$ cat config.mk
export PLATFORM = sky130hd
export DESIGN_NAME = pattern_tx
export DESIGN_NICKNAME = d
export VERILOG_FILES = /design/src/rtl/pattern_tx.sv
export SDC_FILE = /design/constraint.sdc
export NUM_CORES = 1
export LEC_CHECK = 0
export CORE_AREA = 5 5 46 68
export DETAILED_ROUTE_END_ITERATION = 8
export DIE_AREA = 0 0 51 73
export GPL_ROUTABILITY_DRIVEN = 1
export PLACE_DENSITY = 0.84
export SYNTH_ARGS = -nofsm -noshare
export SYNTH_HDL_FRONTEND = slang
export SYNTH_SLANG_ARGS = --single-unit
$ cat constraint.sdc
create_clock -name ck -period 3.15 [get_ports ck]
set_input_delay 0.63 -clock ck [delete_from_list [all_inputs] [get_ports ck]]
set_output_delay 0.63 -clock ck [all_outputs]
set_load 0.005 [all_outputs]
$ cat src/rtl/pattern_tx.sv
// Serial pattern transmitter: shifts a latched pattern out MSB first, repeated
// a programmable number of times with GAP idle cycles between repetitions.
module pattern_tx #(
  parameter int WIDTH = 8,
  parameter int GAP   = 2
) (
  input  logic             ck,
  input  logic             rst,
  input  logic             start,
  input  logic [WIDTH-1:0] pat,
  input  logic [3:0]       reps,
  output logic             dout,
  output logic             busy,
  output logic             done
);

  localparam int IW = (WIDTH > 2) ? $clog2(WIDTH) : 1;
  localparam logic [IW-1:0] MSB_IDX  = IW'(WIDTH - 1);
  localparam logic [3:0]    GAP_LAST = (GAP > 0) ? 4'(GAP - 1) : 4'd0;

  typedef enum logic [1:0] {
    S_IDLE,
    S_SEND,
    S_GAP
  } state_t;

  state_t           r_state;
  logic [WIDTH-1:0] r_pat;
  logic [IW-1:0]    r_bitIdx;
  logic [3:0]       r_repLeft;
  logic [3:0]       r_gapCnt;
  logic             r_dout;
  logic             r_busy;
  logic             r_done;

  state_t           w_state;
  logic [WIDTH-1:0] w_pat;
  logic [IW-1:0]    w_bitIdx;
  logic [IW-1:0]    w_bitIdxDec;
  logic [3:0]       w_repLeft;
  logic [3:0]       w_gapCnt;
  logic             w_dout;
  logic             w_busy;
  logic             w_done;

  assign w_bitIdxDec = r_bitIdx - 1'b1;

  // Outputs are computed one cycle ahead and registered, so they reflect the
  // state entered at the edge; done is simply the transition back into IDLE.
  always_comb begin
    w_state   = r_state;
    w_pat     = r_pat;
    w_bitIdx  = r_bitIdx;
    w_repLeft = r_repLeft;
    w_gapCnt  = r_gapCnt;
    w_dout    = 1'b0;
    w_busy    = 1'b0;
    w_done    = 1'b0;
    case (r_state)
      S_IDLE: begin
        if (start) begin
          w_state   = S_SEND;
          w_pat     = pat;
          w_bitIdx  = MSB_IDX;
          w_repLeft = (reps == 4'd0) ? 4'd0 : reps - 4'd1;
          w_dout    = pat[WIDTH-1];
          w_busy    = 1'b1;
        end
      end
      S_SEND: begin
        if (r_bitIdx != '0) begin
          w_bitIdx = w_bitIdxDec;
          w_dout   = r_pat[w_bitIdxDec];
          w_busy   = 1'b1;
        end else if (r_repLeft != 4'd0) begin
          w_repLeft = r_repLeft - 4'd1;
          w_busy    = 1'b1;
          if (GAP > 0) begin
            w_state  = S_GAP;
            w_gapCnt = GAP_LAST;
          end else begin
            w_bitIdx = MSB_IDX;
            w_dout   = r_pat[WIDTH-1];
          end
        end else begin
          w_state = S_IDLE;
          w_done  = 1'b1;
        end
      end
      S_GAP: begin
        w_busy = 1'b1;
        if (r_gapCnt == 4'd0) begin
          w_state  = S_SEND;
          w_bitIdx = MSB_IDX;
          w_dout   = r_pat[WIDTH-1];
        end else begin
          w_gapCnt = r_gapCnt - 4'd1;
        end
      end
      default: w_state = S_IDLE;
    endcase
  end

  always_ff @(posedge ck) begin
    if (!rst) begin
      r_state   <= S_IDLE;
      r_pat     <= '0;
      r_bitIdx  <= '0;
      r_repLeft <= '0;
      r_gapCnt  <= '0;
      r_dout    <= 1'b0;
      r_busy    <= 1'b0;
      r_done    <= 1'b0;
    end else begin
      r_state   <= w_state;
      r_pat     <= w_pat;
      r_bitIdx  <= w_bitIdx;
      r_repLeft <= w_repLeft;
      r_gapCnt  <= w_gapCnt;
      r_dout    <= w_dout;
      r_busy    <= w_busy;
      r_done    <= w_done;
    end
  end

  assign dout = r_dout;
  assign busy = r_busy;
  assign done = r_done;

endmodule

## Word level (Yosys, flattened, before mapping)

Index checks and enable logic that the tools add are counted.

- $add $sub $neg: 4
- Multipliers: 0
- Div/mod/pow operators: 0
- Order comparisons: 1
- Eq/ne operators: 8
- Shift operators: 0
- Muxes and demuxes: 29
- Bitwise operators: 2
- Reductions and logical operators: 14

Operators by type and width:

| kind | number |
|---|---|
| 4-bit two-way mux | 7 |
| 4-bit case mux with 2 select lines | 2 |
| 2-bit != test (second input constant) | 6 |
| 4-bit AND reduction | 3 |
| 4-bit by 1-bit subtractor with 4-bit output (second input constant) | 3 |
| 3-bit two-way mux | 3 |
| 3-bit case mux with 3 select lines | 1 |
| 4-bit logical NOT | 2 |
| 1-bit two-way mux | 8 |
| 2-bit two-way mux | 4 |
| 1-bit case mux with 3 select lines | 2 |
| 2-bit case mux with 3 select lines | 1 |
| 3-bit nonzero test | 2 |
| 3-bit by 4-bit < comparator with 1-bit output (second input constant) | 1 |
| 2-bit nonzero test | 2 |
| 4-bit nonzero test | 1 |
| 1-bit binary-select mux with 3-bit select | 1 |
| 3-bit AND reduction | 1 |
| 3-bit OR reduction | 1 |
| 3-bit by 1-bit subtractor with 3-bit output (second input constant) | 1 |
| 2-bit by 1-bit == test with 1-bit output (second input constant) | 1 |
| 2-bit == test (second input constant) | 1 |
| 2-bit logical NOT | 1 |
| 1-bit NOT | 2 |
| 2-bit AND reduction | 1 |

- Bits in registers: 24
- Latch bits: 0
- Memory bits (writable): 0
- Memory bits (read-only): 0
- Input bits: 15
- Output and inout port bits: 3
- Memories kept: 0

## Logic depth before layout (Yosys ltp)

- Word-level depth: 5
- Depth in mapped cells: 7

## Worst setup path after synthesis

OpenSTA, ideal clock, no wires.

- Path kind: flip-flop to flip-flop
- Start: register r_bitIdx[0]
- End: register r_dout (netlist: dout)
- Arrival: 1.642 ns
- Required time: 3.025 ns
- Slack: 1.383 ns
- Stages on the path, launching flop included: 7
- Buffers on the path: 0
- Period minus slack after synthesis: 1.767 ns
- Cell sequence: dfxtp_1 > inv_1 > ha_1 > ha_1 > mux4_2 > mux2i_1 > o32ai_1

- Cells in the longest elaborated chain, start to end: 5

Ends and longest elaborated chain:

| element | RTL line | source |
|---|---|---|
| from (decl) | 29 | `logic [IW-1:0] r_bitIdx;` |
| from (signal assigned) | 117 | `r_bitIdx <= w_bitIdx;` |
| 3-bit by 1-bit subtractor with 3-bit output | 46 | `assign w_bitIdxDec = r_bitIdx - 1'b1;` |
| 1-bit binary-select mux with 3-bit select | 73 | `w_dout = r_pat[w_bitIdxDec];` |
| 1-bit two-way mux (implied by the code) | 73 |  |
| 1-bit two-way mux * | 71 | `if (r_bitIdx != '0) begin` |
| 1-bit case mux with 3 select lines * | 59 | `case (r_state)` |
| to (signal assigned) | 120 | `r_dout <= w_dout;` |
| to (decl) | 32 | `logic r_dout;` |

Every way passes the cells marked *; elsewhere a longest branch is shown, timed or not. The select of a mux whose other input is x is not followed.
A chain may end at the register's enable or synchronous reset.

## Worst setup path in the final report

Ends and elaborated chain as after synthesis.

==> impl_metrics.ini <==
[synth]
ys.flop_type = dfxtp_1
syn_nets = 154
synth_area_sq_um = 1300
yosysUniqueCellTypes = 47
yosysTopAreaCellShare = 0.370
syn_inst = 134
yosysTopAreaCell = dfxtp_1
avgSynthCellArea_sq_um = 9.70
ys_async_sr_fraction = 0
synth_edf_count = 0
synth_area_leaders = dfxtp_1 (37%), mux2i_1 (7.7%), ha_1 (4.8%)
seq_area_frac_synth = 0.370
synth-seq-cells = 24
yosysWarnings = 0

[worst_setup_path]
required_ns = 3.30
start_kind = flip-flop
r2r_slack_ns = 1.15
cp.arrival_ns = 2.15
crit_path_end_kind = flip-flop
r2r_start = r_bitIdx[0]
cp_max_fo = 5
cp_slowest_stage_delay_ns = 0.53
crit_type = reg2reg
rr_worst_depth = 6
reg2reg_to = dout
crit_top_cell = ha_1
slowest_stage = mux4_2
path_cells = inv_1, ha_1, ha_1, mux4_2, mux2i_1, o32ai_1

[clock_tree]
hold_buffers = 0
clock-root-buffer = clkbuf_8
cts_setup_buffers = 0
ctsResizeCount = 0
cts.htree.levels = 1
cts_made_buffers = 3
clk_path_buf_depth = 2
clk_latency_ns = 0.27
cts_tree = built
clk_pin_slew_ns = 0.08
clkSinkCount = 24

[floorplanning]
dieWidth_um = 51
initial_core_util = 0.508
design.die.area_sq_um = 3720
die_y_um = 73
coreArea_sq_um = 2560
num_rows = 23
num_io_pins = 18

[routing]
drt_iter0_markers = 20
wl_per_cell_um = 15.1
postRouteAntennaNets = 0
vias = 1046
routed_wl_mm = 2.67
drc_errors = 0
firstDrtPassIters = 4
routed_via_density = 5.91

[hold_path]
hold_path_end = r_gapCnt[0]
hold_start = r_gapCnt[0]
min_path_cells = 1
holdCritPathClass = reg2reg

[placement]
hpwl_mm = 2.07
post_dp_cell_area_sq_um = 1480
io_buffers = 17
gp_congestion = 0.863

[pwr]
vdd_drop_max_mv = 0.273
p_leak_uw = 0.000595
p_per_area_nw_per_um2 = 503

[job]
maxCapViolCount = 0

[global_route]
grt_usage = 0.160
antenna_found_initial = 0
grt_pass1_vias = 1043
grt_max_degree = 14
grt_overflow = 0
grt_pass1_wl_mm = 4.53

[final_layout]
syn_to_final_growth_pct = 18.1
diodes = 0
fillCellCount = 228
nets = 173
drive_above_1_share = 0.145
stdcell_area_sq_um = 1540

[timing]
grt_setup_unrepaired = no
finalCritPeriodShare = 0.634
tns_ns = 0
setup_viol = 0
max_slew_margin = 0.619
hold_viol_final = 0
fmax_ghz = 0.501
worst_pin_slew_ns = 0.571
slew_violations = 0
clock-skew-final_ns = 0.00335
min_period_ns = 2.00
whs_ns = 0.494

[run_status]
status = completed
==> where the power goes <==
group | internal, uW | switching, uW | total [uW]
clock network | 112 | 99.1 | 211
registers | 330 | 22.6 | 352
logic | 108 | 102 | 210
==> logic make-up (layout without fill, tap and decap cells) <==
group	after synthesis	count (layout)	share of synthesized area
buf+inv	15	33	0.0597
compound gates	28	28	0.172
xor+xnor	2	2	0.0135
simple gates	48	48	0.225
mux	12	12	0.112
fa+ha+maj	5	5	0.0481
flops	24	24	0.370
==> flip-flops by register name, indices dropped and copies added (netlist names) <==
name and cells:
busy 1, r_bitIdx 3, r_pat 8, done 1
r_repLeft 4, dout 1, r_state 2, r_gapCnt 4
==> per-layer routing <==
metal | up-vias | track usage | routed length, um
met5 | - | 0 | 0
met1 | 501 | 0.171 | 1090
met4 | 0 | 0.0808 | 44
met3 | 5 | 0.0327 | 124
met2 | 22 | 0.291 | 1410
li1 | 518 | - | -
==> critical path, delay by kind of cell, from the launching register on <==
family                   cells  cell delay, ns
flip-flops                   1            0.46
AO/OA/AOI/OAI                1            0.10
adder cells (fa/ha/maj)      2            0.56
buffers and inverters        1            0.08
multiplexers                 2            0.68
==> layout make-up <==
cell class,count,area (sq um),area share
repair buffers,20,193,0.126
well taps,25,31.3,0.0204
flip-flops and latches,24,480,0.313
inverters,9,33.8,0.0220
clock buffers,4,55.1,0.0359
multi-input cells,95,742,0.483
==> metrics by stage <==
step | utilization | instances | worst slack (ns) | total power (uW)
2_1_floorplan | - | 134 | 1.38 | 511
3_3_place_gp | 0.578 | 173 | 1.10 | 560
3_5_place_dp | 0.578 | 173 | 1.03 | 568
4_1_cts | 0.599 | 177 | 1.13 | 776
5_1_grt | 0.599 | 177 | 1.05 | 811
6_report | 0.599 | 177 | 1.15 | 773
==> how the worst max path moves through the flow <==
| stage | from | to | slack [ns] | cells past startpoint |
|---|---|---|---|---|
| 3_5_place_dp | reps[1] | r_repLeft[2] | 1.03 | 5 |
| 5_1_grt | r_bitIdx[0] | dout | 1.05 | 6 |
| 3_3_place_gp | reps[1] | r_repLeft[2] | 1.10 | 5 |
| 2_1_floorplan | r_bitIdx[0] | dout | 1.38 | 6 |
| 4_1_cts | r_bitIdx[0] | dout | 1.13 | 6 |
| 6_report | r_bitIdx[0] | dout | 1.15 | 6 |
==> placed cells by master (no fill, tap or decap), types with 2 or more instances in the layout <==
cell             Yosys  layout
buf_4                1       3
a211oi_1             2       2
dfxtp_1             24      24
nor2b_1              2       2
o21ai_0              3       3
inv_1                8       8
nand2_1              6       6
mux2i_1             10      10
clkdlybuf4s50_1      0      17
and2_1               3       3
nor3_1               5       5
nor3b_2              3       3
nor3b_1              2       2
clkbuf_8             0       4
a21oi_1              6       6
o211a_1              2       2
nor2_1              16      16
mux4_2               2       2
a31oi_1              2       2
o32ai_1              3       3
ha_1                 5       5
==> synthesized netlist by cell type (3+ instances only) <==
library cell / count
and2_1: 3
nor2_1: 16
nand2_1: 6
inv_1: 8
mux2i_1: 10
nor3b_2: 3
ha_1: 5
dfxtp_1: 24
a21oi_1: 6
o32ai_1: 3
o21ai_0: 3
nor3_1: 5
(Power assumes the default switching activity.)
